`src/rtl/mem_arbiter_pkg.sv`:
```
// Shared definitions for the memory arbiter: FSM state encoding,
// load/store size codes and the default I/O region tag.
package mem_arbiter_pkg;

    typedef enum logic [1:0] {
        S_IDLE  = 2'd0,
        S_READ  = 2'd1,
        S_WRITE = 2'd2,
        S_DONE  = 2'd3
    } state_t;

    localparam logic [1:0] SIZE_BYTE = 2'b00;
    localparam logic [1:0] SIZE_HALF = 2'b01;
    localparam logic [1:0] SIZE_WORD = 2'b10;

    // addr[17:16] value that marks the memory-mapped I/O region
    localparam logic [1:0] IO_HI_BITS_DEFAULT = 2'b11;

    // Number of bytes moved for a load/store size code (reserved code 11 moves a word)
    function automatic logic [2:0] size_to_len(input logic [1:0] size);
        case (size)
            SIZE_BYTE: size_to_len = 3'd1;
            SIZE_HALF: size_to_len = 3'd2;
            default:   size_to_len = 3'd4;
        endcase
    endfunction

endpackage

```
`src/rtl/mem_arbiter.sv`:
```
// Byte-serial RAM arbiter between the instruction fetch path and the
// load/store unit. One transfer at a time, LSB has priority in IDLE.
// Optional macro IO_STALL_EN: stores into the I/O region wait while the
// I/O write buffer reports full.
module mem_arbiter
    import mem_arbiter_pkg::*;
#(
    parameter logic [1:0] IO_HI_BITS = IO_HI_BITS_DEFAULT
) (
    input  logic        clk,
    input  logic        rst,
    input  logic        rdy,
    input  logic        ic_req,
    input  logic [31:0] ic_addr,
    output logic        ic_valid,
    output logic [31:0] ic_data,
    input  logic        lsb_req,
    input  logic        lsb_we,
    input  logic [31:0] lsb_addr,
    input  logic [1:0]  lsb_size,
    input  logic [31:0] lsb_wdata,
    output logic        lsb_valid,
    output logic [31:0] lsb_rdata,
    input  logic [7:0]  mem_din,
    output logic [7:0]  mem_dout,
    output logic [31:0] mem_a,
    output logic        mem_wr,
    input  logic        io_buffer_full
);

    state_t      state_q;
    logic [2:0]  cnt_q;
    logic [2:0]  len_q;
    logic        src_lsb_q;
    logic [31:0] addr_q;
    logic [31:0] wdata_q;
    logic [31:0] rbuf_q;
    logic [31:0] mem_a_q;
    logic [7:0]  mem_dout_q;
    logic        mem_wr_q;
    logic        ic_valid_q;
    logic        lsb_valid_q;
    logic [31:0] ic_data_q;
    logic [31:0] lsb_rdata_q;
    logic        rdy_q;
    logic [7:0]  din_hold_q;

    logic [7:0]  din_d;
    logic [1:0]  lane_cap_d;
    logic [1:0]  lane_nxt_d;
    logic [31:0] rword_d;
    logic [31:0] addr_nxt_d;
    logic        io_region;
    logic        stall;

    // Capture lane / next address, plus the byte to merge into the read buffer.
    // After a freeze the RAM output has moved on, so the byte seen in the first
    // frozen cycle is replayed from din_hold_q.
    always_comb begin
        din_d      = rdy_q ? mem_din : din_hold_q;
        lane_cap_d = 2'(cnt_q - 3'd1);
        lane_nxt_d = 2'(cnt_q + 3'd1);
        rword_d    = rbuf_q;
        rword_d[{lane_cap_d, 3'b000} +: 8] = din_d;
        addr_nxt_d = addr_q + {29'd0, cnt_q} + 32'd1;
    end

    assign io_region = (state_q == S_WRITE) && (addr_q[17:16] == IO_HI_BITS);
`ifdef IO_STALL_EN
    assign stall = io_region && io_buffer_full;
`else
    // Buffer-full flag is observed but never holds a write in this build
    assign stall = io_region && io_buffer_full && 1'b0;
`endif

    // Transfer FSM with registered RAM-side and requester-side outputs
    always_ff @(posedge clk) begin
        if (rst) begin
            state_q     <= S_IDLE;
            cnt_q       <= 3'd0;
            len_q       <= 3'd0;
            src_lsb_q   <= 1'b0;
            mem_a_q     <= 32'd0;
            mem_dout_q  <= 8'd0;
            mem_wr_q    <= 1'b0;
            ic_valid_q  <= 1'b0;
            lsb_valid_q <= 1'b0;
            ic_data_q   <= 32'd0;
            lsb_rdata_q <= 32'd0;
        end else if (rdy) begin
            case (state_q)
                S_IDLE: begin
                    if (lsb_req || ic_req) begin
                        src_lsb_q <= lsb_req;
                        addr_q    <= lsb_req ? lsb_addr : ic_addr;
                        mem_a_q   <= lsb_req ? lsb_addr : ic_addr;
                        len_q     <= lsb_req ? size_to_len(lsb_size) : 3'd4;
                        wdata_q   <= lsb_wdata;
                        rbuf_q    <= 32'd0;
                        cnt_q     <= 3'd0;
                        if (lsb_req && lsb_we) begin
                            mem_wr_q   <= 1'b1;
                            mem_dout_q <= lsb_wdata[7:0];
                            state_q    <= S_WRITE;
                        end else begin
                            state_q    <= S_READ;
                        end
                    end
                end
                S_READ: begin
                    if (cnt_q != 3'd0) rbuf_q <= rword_d;
                    if (cnt_q == len_q) begin
                        state_q <= S_DONE;
                        mem_a_q <= 32'd0;
                        if (src_lsb_q) begin
                            lsb_valid_q <= 1'b1;
                            lsb_rdata_q <= rword_d;
                        end else begin
                            ic_valid_q  <= 1'b1;
                            ic_data_q   <= rword_d;
                        end
                    end else begin
                        cnt_q <= cnt_q + 3'd1;
                        if (cnt_q + 3'd1 != len_q) mem_a_q <= addr_nxt_d;
                    end
                end
                S_WRITE: begin
                    if (!stall) begin
                        if (cnt_q + 3'd1 == len_q) begin
                            state_q     <= S_DONE;
                            mem_wr_q    <= 1'b0;
                            mem_a_q     <= 32'd0;
                            lsb_valid_q <= 1'b1;
                        end else begin
                            cnt_q      <= cnt_q + 3'd1;
                            mem_a_q    <= addr_nxt_d;
                            mem_dout_q <= wdata_q[{lane_nxt_d, 3'b000} +: 8];
                        end
                    end
                end
                S_DONE: begin
                    ic_valid_q  <= 1'b0;
                    lsb_valid_q <= 1'b0;
                    cnt_q       <= 3'd0;
                    state_q     <= S_IDLE;
                end
                default: state_q <= S_IDLE;
            endcase
        end
    end

    // Track freeze edges and keep the RAM byte that arrives as a freeze begins
    always_ff @(posedge clk) begin
        if (rst) rdy_q <= 1'b1;
        else     rdy_q <= rdy;
        if (!rdy && rdy_q) din_hold_q <= mem_din;
    end

    assign mem_a     = mem_a_q;
    assign mem_dout  = mem_dout_q;
    assign mem_wr    = mem_wr_q && rdy && !stall;
    assign ic_valid  = ic_valid_q;
    assign ic_data   = ic_data_q;
    assign lsb_valid = lsb_valid_q;
    assign lsb_rdata = lsb_rdata_q;

endmodule

```
`config.mk`:
```
export PLATFORM = sky130hd
export DESIGN_NAME = mem_arbiter
export DESIGN_NICKNAME = d
export VERILOG_FILES = /design/src/rtl/mem_arbiter_pkg.sv /design/src/rtl/mem_arbiter.sv
export SDC_FILE = /design/constraint.sdc
export NUM_CORES = 1
export LEC_CHECK = 0
export ABC_AREA = 1
export ABC_CLOCK_PERIOD_IN_PS = 5700
export CORE_ASPECT_RATIO = 1.1
export CORE_MARGIN = 3
export CORE_UTILIZATION = 51
export DETAILED_ROUTE_END_ITERATION = 10
export PLACE_DENSITY_LB_ADDON = 0.25
export SLEW_MARGIN = 0
export SYNTH_ARGS = -nofsm -noshare
export SYNTH_HDL_FRONTEND = slang
export SYNTH_SLANG_ARGS = --single-unit
```
`constraint.sdc`:
```
create_clock -name clk -period 5.7 [get_ports clk]
set_input_delay 0.855 -clock clk [delete_from_list [all_inputs] [get_ports clk]]
set_output_delay 0.855 -clock clk [all_outputs]
set_load 0.05 [all_outputs]
```
**Word level (Yosys, flattened, before mapping)**

Index checks and enable logic that the tools add are counted.
Widths: inputs -> output; s select.

- Word-level logic and storage cells: 105
- Register bits after elaboration: 221
- Output and inout port bits: 107

- Equal/unequal tests: 17
- Muxes and demuxes: 37
- Bitwise logic cells: 2
- $add $sub $neg: 5
- Reduce and logical (&&, ||, !) cells: 25
- Shifts and indexed selects: 3

Operators with widths:

| cell | number |
|---|---|
| $mux 32 | 7 |
| $pmux 32 s3 | 1 |
| $pmux 32 s2 | 1 |
| $add 32x1->32 const B | 1 |
| $add 32x3->32 | 1 |
| $bwmux 32 | 1 |
| $mux 8 | 4 |
| $shift 8x7->32 const A | 1 |
| $shiftx 32x6->8 | 1 |
| $shiftx 8x7->32 | 1 |
| $reduce_and 4->1 | 7 |
| $reduce_and 5->1 | 4 |
| $ne 2x2->1 const B | 8 |
| $pmux 8 s2 | 1 |
| $mux 3 | 4 |
| $pmux 3 s4 | 1 |
| $reduce_bool 3->1 | 3 |
| $mux 1 | 8 |
| $mux 2 | 4 |
| $pmux 2 s4 | 1 |
| $neg 5->7 | 1 |
| $eq 3x3->1 | 2 |
| $pmux 3 s2 | 1 |
| $reduce_bool 2->1 | 3 |
| 15 further kinds | 22 |

**Longest topological paths before layout**

Gate-level depths: netlist of run 1.

- Depth in word-level cells: 6
- Mapped depth: 16
- Depth with buffers taken out: 15

**Least setup slack after synthesis of run 1**

No wires, ideal clock.

- Path type: in2reg
- Start point: in rdy
- End point: reg addr_q[0] (enable)
- Data required time: 5214 ps
- Stages on the path: 5
- Path slack: 1104 ps
- Library setup time: 486 ps
- Buffers on the path: 1
- Arrival: 4109 ps
- Cell sequence: buf_2 -> inv_1 -> nor3_1 -> inv_1 -> nor2_1

- Longest elaborated chain between the ends: 1

Ends and longest elaborated chain:

| what | line | text |
|---|---|---|
| from (decl) | mem_arbiter.sv:12 | `input logic rdy,` |
| $reduce_and 4->1 (no source line) | - |  |
| to (signal assigned) | mem_arbiter.sv:95 | `addr_q <= lsb_req ? lsb_addr : ic_addr;` |
| to (decl) | mem_arbiter.sv:35 | `logic [31:0] addr_q;` |

Every way passes these cells.
A chain may end at the register's enable or synchronous reset.

**Final worst setup path of run 1**

- Start point: reg cnt_q[0]
- End point: reg mem_a_q[0] (netlist: mem_a[0])

- Longest elaborated chain between the ends: 5
- Elaborated cells on any way between the ends: 12
- Those cells by class: 3 x add/sub; 4 x eq/ne; 4 x mux; 1 x reduce/logical

Ends and longest elaborated chain:

| what | line | text |
|---|---|---|
| from (decl) | mem_arbiter.sv:32 | `logic [2:0] cnt_q;` |
| from (signal assigned) | mem_arbiter.sv:123 | `cnt_q <= cnt_q + 3'd1;` |
| from (signal assigned) | mem_arbiter.sv:135 | `cnt_q <= cnt_q + 3'd1;` |
| $add 32x3->32 | mem_arbiter.sv:65 | `addr_nxt_d = addr_q + {29'd0, cnt_q} + 32'd1;` |
| $add 32x1->32 | mem_arbiter.sv:65 |  |
| $mux 32 | mem_arbiter.sv:124 | `if (cnt_q + 3'd1 != len_q) mem_a_q <= addr_nxt_d;` |
| $mux 32 | mem_arbiter.sv:112 | `if (cnt_q == len_q) begin` |
| $pmux 32 s3 | mem_arbiter.sv:91 | `case (state_q)` |
| to (signal assigned) | mem_arbiter.sv:96 | `mem_a_q <= lsb_req ? lsb_addr : ic_addr;` |
| to (signal assigned) | mem_arbiter.sv:124 |  |
| to (signal assigned) | mem_arbiter.sv:136 | `mem_a_q <= addr_nxt_d;` |
| to (decl) | mem_arbiter.sv:38 | `logic [31:0] mem_a_q;` |

Several ways; a longest one is shown, not always the timed one. The select of a mux whose other input is x is not followed.

==> impl_metrics.py, run 1 <==
metrics = {
    "logic_synthesis": {
        "syn_inst": 1274,
        "yosys_warnings": 0,
        "syn_area_per_cell_um2": 8.08,
        "ys_ff_latch": 221,
        "synth_fp_nets": 1403,
        "ys_types": 35,
        "netlist_area_um2": 10300,
        "ys_seq_area_frac": 0.531,
    },
    "power": {
        "switching_share": 0.324,
        "p_int_mw": 3.14,
        "p_per_area_nw_per_um2": 346,
        "power_frac_comb": 0.250,
        "p_leak_nw": 5.22,
        "p_sw_mw": 1.50,
        "pwr-share-seq": 0.408,
        "clock_power_share": 0.342,
        "ir_worst_vdd_v": 0.000284,
    },
    "clock_tree": {
        "clk_pin_slew_ns": 0.06,
        "post_cts_buffers": 0,
        "htree_levels": 1,
        "clock-sinks": 221,
        "cts_resized": 0,
        "clk_latency_ns": 0.51,
        "cts_buffers": 23,
        "tritoncts": "done",
        "cts-root-buf": "clkbuf_16",
        "cts_hold_buf": 0,
        "cts_buffer_depth": 3,
    },
    "placed_design": {
        "place_inst": 1689,
        "port_buffers": 218,
        "gp_congestion": 0.924,
        "place_hpwl_um": 18900,
    },
    "detailed_routing": {
        "viasPerCell": 5.31,
        "detail-route-antenna-nets": 0,
        "drtIter0Drc": 711,
        "routed_wl_um": 27500,
        "wire_per_inst_um": 15.9,
        "first_pass_iters": 5,
        "drc": 0,
        "vias": 9205,
    },
    "worst_setup_path": {
        "crit_buf_inv": 4,
        "criticalPathCategory": "reg -> reg",
        "slowest_delay_ns": 0.81,
        "cpMaxStageDelayCell": "dfxtp_1",
        "endpoint_kind": "register",
        "path_delay_family": "buffers and inverters",
        "crit_arrival_ns": 4.06,
        "cp-start-kind": "register",
        "cp_max_fo": 33,
        "cp_data_required_time_ns": 6.14,
        "path_cells": "inv_2 -> ha_1 -> inv_1 -> nand2_1 -> nand2_1 -> nor2_2 -> nand2_2 -> o21ai_4 -> buf_4 -> inv_2 -> o21ai_0 -> a21oi_1",
    },
    "floorplanning": {
        "core_area_um2": 19500,
        "dieHeight_um": 155,
        "rows": 53,
        "die_x_um": 141,
        "start_util": 0.528,
        "ios": 220,
        "die_area_um2": 21900,
    },
    "layout": {
        "finalNetCount": 1596,
        "final_layout_size_suffix_gt1_frac": 0.0492,
        "syn_to_final_growth_pct": 30.3,
        "final_cell_count_no_fill": 1732,
        "nFillCells": 1615,
    },
    "global_routing": {
        "top_usage_layer": "met2",
        "overflow": 0,
        "grt_use_total": 0.242,
        "grt_pass1_vias": 8958,
        "grt.met1_usage": 0.301,
        "met2_usage": 0.426,
        "antenna_found_initial": 0,
        "grt_max_degree": 78,
        "grtUsageMet3": 0.0449,
        "grt_pass1_wl_um": 43800,
    },
    "timing": {
        "rsz0062_at_grt": "no",
        "relSlewSlack": 0.202,
        "setup_viol": 0,
        "clock.fmax_mhz": 276,
        "min_period_ns": 3.62,
        "slew_viol_final": 0,
        "final.setup.tns_ns": 0,
        "hold_viol_final": 0,
        "post-route-period-util": 0.635,
        "worst_pin_slew_ns": 1.20,
        "finClkSkew_ns": 0.0130,
    },
    "job": {
        "cap_violations": 0,
    },
    "run_status": {
        "status": "finished clean",
    },
    "worst_hold_path": {
        "worstHoldPathType": "reg -> reg",
    },
}
## path summary, 6_finish.rpt
kind | slack (ns) | from | to | cells past startpoint
setup reg to reg | 2.08 | cnt_q[0] | mem_a[0] | 12
hold / removal | 0.45 | lsb_rdata[18] | lsb_rdata[18] | 2
setup / recovery | 2.08 | cnt_q[0] | mem_a[0] | 12
hold reg to reg | 0.45 | lsb_rdata[18] | lsb_rdata[18] | 2
## metal layers
| metal | up-vias | wire (µm) |
|---|---|---|
| met1 | 4212 | 11300 |
| met3 | 50 | 1970 |
| li1 | 4593 | - |
| met2 | 350 | 13600 |
| met5 | - | 0 |
| met4 | 0 | 655 |
## placed cells by master, fill, tap and decap left out, types with 2 or more instances in the layout
| master | n |
|---|---|
| o21ai_0 | 80 |
| xor2_1 | 5 |
| ha_1 | 15 |
| nor2_4 | 2 |
| nand2_2 | 2 |
| or2_2 | 5 |
| nand4_1 | 9 |
| o211ai_1 | 2 |
| nor2_1 | 107 |
| clkbuf_1 | 2 |
| nand3_1 | 74 |
| clkinv_2 | 5 |
| clkinv_1 | 3 |
| a21oi_2 | 2 |
| nand2_1 | 317 |
| xnor2_1 | 6 |
| bufinv_16 | 3 |
| nand3_2 | 2 |
| clkdlybuf4s50_1 | 218 |
| inv_2 | 5 |
| inv_6 | 2 |
| o2111ai_1 | 9 |
| nor3_1 | 6 |
| clkbuf_8 | 4 |
| clkbuf_16 | 24 |
| o21ai_1 | 50 |
| a21oi_1 | 142 |
| dfxtp_1 | 117 |
| buf_4 | 9 |
| inv_1 | 136 |
| edfxtp_1 | 104 |
| nor2_2 | 5 |
| o21bai_1 | 2 |
| nand3b_1 | 2 |
## power by group through the flow
stage / Sequential (mW) / Combinational [mW] / Clock [mW]
floorplan: 2.14 / 0.537 / 0
global placement: 1.92 / 1.13 / 0
detailed placement: 1.92 / 1.15 / 0
CTS: 1.89 / 1.16 / 1.61
global route: 1.90 / 1.26 / 1.68
finish: 1.89 / 1.16 / 1.59
## synthesized netlist by cell type
cell type / number / area, µm²
o2111ai_1: 9 / 78.8
nor2_4: 1 / 11.3
clkinv_1: 2 / 7.51
a21oi_2: 2 / 17.5
nor2_1: 108 / 405
clkbuf_1: 33 / 124
nand2_2: 2 / 12.5
inv_2: 4 / 15.0
or2_2: 5 / 31.3
nor2_2: 5 / 31.3
fa_1: 1 / 20.0
xnor2_1: 6 / 52.6
o211ai_1: 2 / 15.0
o31ai_1: 1 / 7.51
dfxtp_1: 117 / 2340
edfxtp_1: 104 / 3120
a21o_1: 1 / 7.51
o21bai_1: 2 / 15.0
a31oi_1: 2 / 12.5
nand2_1: 317 / 1190
ha_1: 15 / 188
nand4_1: 9 / 56.3
nand3b_1: 2 / 15.0
a211oi_1: 1 / 7.51
inv_1: 137 / 514
xor2_1: 5 / 43.8
nand3_1: 74 / 370
o21ai_0: 80 / 400
nand3_2: 2 / 20.0
buf_4: 9 / 67.6
o21ai_4: 1 / 16.3
buf_2: 17 / 85.1
a21oi_1: 142 / 711
o21ai_1: 50 / 250
nor3_1: 6 / 30.0
## kinds of logic after synthesis
logic type,Yosys count,share of synthesized area
buffers and inverters,202,0.0790
XOR/XNOR,11,0.00936
adder cells (fa/ha/maj),16,0.0202
AND/OR/NAND/NOR,531,0.211
flip-flops,221,0.531
AO/OA/AOI/OAI,293,0.149
## cell type report
| class | count | area, µm² | share of cell area |
|---|---|---|---|
| multi-input combinational | 851 | 4040 | 0.301 |
| clock buffer | 31 | 671 | 0.0500 |
| antenna | 1 | 2.50 | 0.000187 |
| clock inverter | 11 | 136 | 0.0102 |
| sequential | 221 | 5470 | 0.408 |
| timing repair buffer | 227 | 2250 | 0.168 |
| tap | 247 | 309 | 0.0230 |
| inverter | 143 | 537 | 0.0400 |
## sequential cells by signal, indices dropped and copies added, names as in the netlist, 2 cells and up
name / count
lsb_rdata: 32
rbuf_q: 32
mem_dout: 8
ic_data: 32
mem_a: 32
cnt_q: 3
addr_q: 32
din_hold_q: 8
len_q: 3
state_q: 2
wdata_q: 32
## worst min-delay path, stage by stage, from the launching register on
cell,delay (ns)
dfxtp_1,0.31
inv_1,0.05
a21oi_1,0.05
## metrics by stage
| step | instance area (µm²) | utilization | worst slack, ns | power (mW) | hold slack (ns) |
|---|---|---|---|---|---|
| 2_1_floorplan | 10300 | - | 1.10 | 2.68 | 0.444 |
| 3_3_place_gp | 12600 | 0.646 | 1.98 | 3.05 | 0.431 |
| 3_5_place_dp | 12600 | 0.646 | 1.92 | 3.07 | 0.438 |
| 4_1_cts | 13400 | 0.688 | 2.16 | 4.66 | 0.447 |
| 5_1_grt | 13400 | 0.688 | 1.86 | 4.84 | 0.465 |
| 6_report | 13400 | 0.688 | 2.08 | 4.64 | 0.446 |
(Power assumes the default switching activity.)
==> run 2: changes to the inputs <==
Settings changed: ABC_CLOCK_PERIOD_IN_PS 5700 to 3310, CORE_UTILIZATION 51 to 46.
Clock period 5.7 ns to 3.31 ns, I/O delays scaled along.
==> run 2 against run 1 <==
Cell count up 2.9%. Wire length fell by 3.1%. Fmax grew 33%. Sequential power increased by 71%.
==> impl_metrics.py, run 2 (synthesis results as in run 1) <==
metrics = {
    "worst_setup_path": {
        "regToRegSetupSlack_ns": 0.60,
        "cp-endpoint": "mem_a[4]",
        "r2r.worst_path.cells": 12,
        "r2r_end": "mem_a[4]",
        "crit_arrival_ns": 3.15,
        "criticalPathCategory": "reg -> reg",
        "path_cells": "inv_1 -> ha_1 -> inv_1 -> nand2_1 -> nand2_1 -> nor2_2 -> nand2_2 -> nand2_1 -> a21oi_2 -> buf_4 -> nand3_1 -> a21oi_1",
        "slowest_delay_ns": 0.53,
        "crit_top_cell": "nand2_1",
        "critPathLaunch": "cnt_q[1]",
        "cp_max_fo": 31,
        "endpoint_kind": "register",
        "cpMaxStageDelayCell": "dfxtp_1",
        "r2r-start": "cnt_q[1]",
        "cp-start-kind": "register",
        "cp_data_required_time_ns": 3.75,
    },
    "global_routing": {
        "antenna_found_initial": 1,
        "overflow": 0,
        "grt_use_total": 0.214,
        "grt_pass1_wl_um": 42400,
        "grt_pass1_vias": 8432,
        "grt_max_degree": 78,
    },
    "layout": {
        "final_layout_size_suffix_gt1_frac": 0.0509,
        "finalNetCount": 1604,
        "fin_area_um2": 13500,
        "syn_to_final_growth_pct": 30.8,
        "antenna_cells": 0,
        "layout_common_cells": "nand2_1, clkdlybuf4s50_1, a21oi_1",
        "mostFrequentLayoutCell": "nand2_1",
    },
    "clock_tree": {
        "clock-sinks": 221,
        "cts-root-buf": "clkbuf_16",
        "post_cts_buffers": 0,
        "htree_levels": 1,
        "cts_buffer_depth": 3,
        "cts_hold_buf": 0,
        "clk_pin_slew_ns": 0.06,
        "cts_resized": 0,
        "cts_buffers": 23,
        "tritoncts": "done",
        "clk_latency_ns": 0.51,
    },
    "timing": {
        "final.setup.tns_ns": 0,
        "relSlewSlack": 0.362,
        "setup_viol": 0,
        "clock.fmax_mhz": 369,
        "slew_viol_final": 0,
        "rsz0062_at_grt": "no",
        "min_period_ns": 2.71,
        "post-route-period-util": 0.819,
        "hold_viol_final": 0,
        "worst_pin_slew_ns": 0.956,
        "fin_ws_ns": 0.598,
        "finClkSkew_ns": 0.0112,
    },
    "power": {
        "clock_power_share": 0.326,
        "p_sw_mw": 2.55,
        "p_per_area_nw_per_um2": 579,
        "pwr-share-seq": 0.416,
        "power_frac_comb": 0.258,
        "ir_worst_vdd_v": 0.000291,
        "switching_share": 0.326,
        "p_int_mw": 5.25,
        "p_leak_nw": 5.21,
    },
    "floorplanning": {
        "die_x_um": 149,
        "start_util": 0.475,
        "dieHeight_um": 163,
        "rows": 56,
        "ios": 220,
        "core_area_um2": 21700,
        "die_area_um2": 24200,
    },
    "detailed_routing": {
        "drc": 0,
        "viasPerCell": 5.08,
        "first_pass_iters": 6,
        "routed_wl_um": 26700,
        "drtIter0Drc": 569,
        "vias": 9052,
        "wire_per_inst_um": 15.0,
        "detail-route-antenna-nets": 0,
    },
    "worst_hold_path": {
        "worstHoldPathType": "reg -> reg",
        "holdCritStartpoint": "lsb_rdata[22]",
    },
    "job": {
        "cap_violations": 0,
    },
    "placed_design": {
        "dpl_worst_slack_ns": 0.601,
        "gp_congestion": 0.904,
        "port_buffers": 218,
        "place_hpwl_um": 18600,
        "placed_area_um2": 12700,
    },
    "run_status": {
        "status": "finished clean",
    },
}
-- run 2: changes by cell type in the layout (fill, tap and decap cells not counted) --
cell	delta
bufinv_16	-1
clkinvlp_4	+3
clkbuf_4	-1
diode_2	-1
clkbuf_1	+5
clkbuf_8	-4
buf_4	+7
buf_12	+1
inv_6	-1
clkinv_2	-1
-- run 2: power by group through the flow --
stage	clock [mW]	sequential, mW	combinational, mW
2_1_floorplan	0	3.69	0.925
3_3_place_gp	0	3.29	1.99
3_5_place_dp	0	3.29	2.01
4_1_cts	2.61	3.24	2.02
5_1_grt	2.71	3.26	2.21
6_report	2.55	3.24	2.01
-- run 2: critical path, delay by kind of cell, from the launching register on --
kind            cells  cell delay [ns]
fa+ha+maj           1             0.35
buf+inv             3             0.87
simple gates        6             0.60
compound gates      2             0.27
flops               1             0.53
-- run 2: final cells by class --
class | instances | area, µm²
sequential | 221 | 5470
inverter | 143 | 537
clock buffer | 31 | 627
timing repair buffer | 235 | 2320
multi-input combinational | 851 | 4040
tap | 290 | 363
fill | 1860 | 8180
clock inverter | 11 | 115
-- run 2: through the flow --
step                power [mW]  instances  utilization  hold slack [ns]
CTS                       7.87       1782        0.622            0.446
finish                    7.80       1782        0.622            0.441
global placement          5.28       1740        0.588            0.432
global route              8.18       1782        0.622            0.455
detailed placement        5.30       1740        0.588            0.436
floorplan                 4.61       1274            -            0.444
-- run 2: how the worst min path moves through the flow --
stage,cells past startpoint,end
floorplan,2,mem_wr_q
global placement,2,lsb_rdata[9]
detailed placement,2,lsb_rdata[27]
CTS,2,lsb_rdata[27]
global route,2,lsb_rdata[29]
finish,2,lsb_rdata[22]
-- run 2: metal layers --
metal / GRT usage / vias up / part of all wire
li1: - / 4607 / -
met1: 0.280 / 4091 / 0.42
met2: 0.367 / 310 / 0.49
met3: 0.0342 / 42 / 0.074
met4: 0.0634 / 2 / 0.022
met5: 0 / - / 0.00045
==> run 3: changes to the inputs <==
Settings changed: ABC_CLOCK_PERIOD_IN_PS 3310 to 2200.
Clock period 3.31 ns to 2.2 ns, I/O delays scaled along.
==> run 3 against run 2 <==
Cell count grew 0.95%. Clock power is 52% higher. Hold slack got worse by 0.060 ns. Worst setup slack worse by 0.46 ns. Sequential power up 51%.
==> impl_metrics.py, run 3 (synthesis results as in run 1) <==
metrics = {
    "worst_setup_path": {
        "path_cells": "clkdlybuf4s50_1",
        "cp_data_required_time_ns": 1.87,
        "regToRegSetupSlack_ns": 0.18,
        "cp-start-kind": "register",
        "cpMaxStageDelayCell": "clkdlybuf4s50_1",
        "slowest_delay_ns": 0.83,
        "endpoint_kind": "output port",
        "critPathLaunch": "ic_data[13]",
        "crit_cells": 1,
        "crit_buf_inv": 1,
        "path_delay_family": "buffers and inverters",
        "cp_max_fo": 2,
        "crit_arrival_ns": 1.73,
        "r2r.worst_path.cells": 13,
        "cp-endpoint": "ic_data[13]",
        "r2r-start": "addr_q[0]",
        "criticalPathCategory": "reg -> out",
        "r2r_end": "mem_a[10]",
    },
    "placed_design": {
        "place_hpwl_um": 19300,
        "port_buffers": 218,
        "gp_congestion": 0.906,
        "dpl_worst_slack_ns": 0.0360,
    },
    "timing": {
        "relSlewSlack": 0.612,
        "fin_ws_ns": 0.143,
        "post-route-period-util": 0.935,
        "min_period_ns": 2.06,
        "setup_viol": 0,
        "slew_viol_final": 0,
        "hold_ws_ns": 0.381,
        "finClkSkew_ns": 0.00883,
        "clock.fmax_mhz": 486,
        "rsz0062_at_grt": "yes",
        "worst_pin_slew_ns": 0.581,
        "final.setup.tns_ns": 0,
        "hold_viol_final": 0,
    },
    "power": {
        "clock_power_share": 0.324,
        "switching_share": 0.322,
        "ir_worst_vdd_v": 0.000572,
        "p_per_area_nw_per_um2": 869,
        "power_frac_comb": 0.268,
        "power.total_mw": 12.0,
        "pwr-share-seq": 0.408,
        "p_sw_mw": 3.85,
        "p_int_mw": 8.11,
        "p_leak_nw": 5.33,
    },
    "run_status": {
        "status": "finished clean",
    },
    "layout": {
        "syn_to_final_growth_pct": 33.7,
        "antenna_cells": 0,
        "final_layout_size_suffix_gt1_frac": 0.0736,
        "nFillCells": 1816,
        "utilization": 0.636,
        "finalNetCount": 1622,
        "mostFrequentLayoutCell": "nand2_1",
        "layout_common_cells": "nand2_1, clkdlybuf4s50_1, a21oi_1",
    },
    "floorplanning": {
        "ios": 220,
        "start_util": 0.475,
        "die_x_um": 149,
        "core_area_um2": 21700,
        "die_area_um2": 24200,
        "rows": 56,
        "dieHeight_um": 163,
    },
    "clock_tree": {
        "htree_levels": 1,
        "cts_buffer_depth": 3,
        "cts_buffers": 22,
        "clk_pin_slew_ns": 0.06,
        "cts-root-buf": "clkbuf_16",
        "clock-sinks": 221,
        "clk_latency_ns": 0.50,
        "tritoncts": "done",
        "cts_hold_buf": 0,
    },
    "global_routing": {
        "grt_use_total": 0.220,
        "grt_max_degree": 65,
        "grt_pass1_wl_um": 43800,
        "grt_pass1_vias": 8682,
        "overflow": 0,
        "antenna_found_initial": 0,
    },
    "job": {
        "cap_violations": 0,
    },
    "detailed_routing": {
        "met1_length_um": 11400,
        "first_pass_iters": 5,
        "drtIter0Drc": 682,
        "drc": 0,
        "route.met2.wl_um": 13300,
        "vias": 9261,
        "detail-route-antenna-nets": 0,
        "top_layer_used": "met4",
        "wire_per_inst_um": 15.2,
        "wl_met3_um": 2070,
        "routed_wl_um": 27400,
        "viasPerCell": 5.15,
    },
    "worst_hold_path": {
        "worstHoldPathType": "in -> reg",
    },
}
## run 3: cell types whose count changed in the layout (fill, tap and decap cells not counted), moves of 5 or more
cell	before	now
buf_12	1	9
buf_4	16	27
inv_1	136	129
inv_2	5	10
## run 3: metrics by stage
stage / instances / instance area (µm²)
finish: 1799 / 13800
global route: 1799 / 13800
CTS: 1796 / 13700
detailed placement: 1756 / 13000
global placement: 1756 / 13000
floorplan: 1274 / 10300
## run 3: worst min path at each step
| stage | cells past startpoint | startpoint | end |
|---|---|---|---|
| floorplan | 0 | mem_din[0] | din_hold_q[0] |
| global placement | 2 | lsb_rdata[18] | lsb_rdata[18] |
| detailed placement | 2 | lsb_rdata[1] | lsb_rdata[1] |
| CTS | 1 | lsb_wdata[30] | wdata_q[30] |
| global route | 1 | lsb_wdata[11] | wdata_q[11] |
| finish | 1 | lsb_wdata[30] | wdata_q[30] |
## run 3: routing by layer
| metal | global-route usage | up-vias |
|---|---|---|
| li1 | - | 4642 |
| met1 | 0.288 | 4235 |
| met2 | 0.378 | 336 |
| met3 | 0.0379 | 48 |
| met4 | 0.0601 | 0 |
| met5 | 0 | - |
## run 3: final cells by class
| cell class | count | area, µm² | share of cell area |
|---|---|---|---|
| flip-flops and latches | 221 | 5470 | 0.397 |
| multi-input cells | 851 | 4080 | 0.296 |
| repair buffers | 253 | 2550 | 0.186 |
| clock buffers | 30 | 623 | 0.0453 |
| inverters | 143 | 543 | 0.0395 |
| well taps | 290 | 363 | 0.0264 |
| clock inverters | 10 | 128 | 0.00927 |
| repair inverters | 1 | 7.51 | 0.000545 |
## run 3: power by group through the flow
stage / logic, mW / clock network [mW] / registers, mW
6_report: 3.20 / 3.88 / 4.88
5_1_grt: 3.48 / 4.14 / 4.91
4_1_cts: 3.18 / 3.93 / 4.87
3_5_place_dp: 3.16 / 0 / 4.95
3_3_place_gp: 3.11 / 0 / 4.95
2_1_floorplan: 1.42 / 0 / 5.55
## run 3: timing repair
| action | in CTS | in global routing |
|---|---|---|
| hold endpoints to repair | 0 | 0 |
| gates resized for setup | 0 | 13 |
| buffers inserted | 0 | 2 |
| setup endpoints to repair | 0 | 61 |
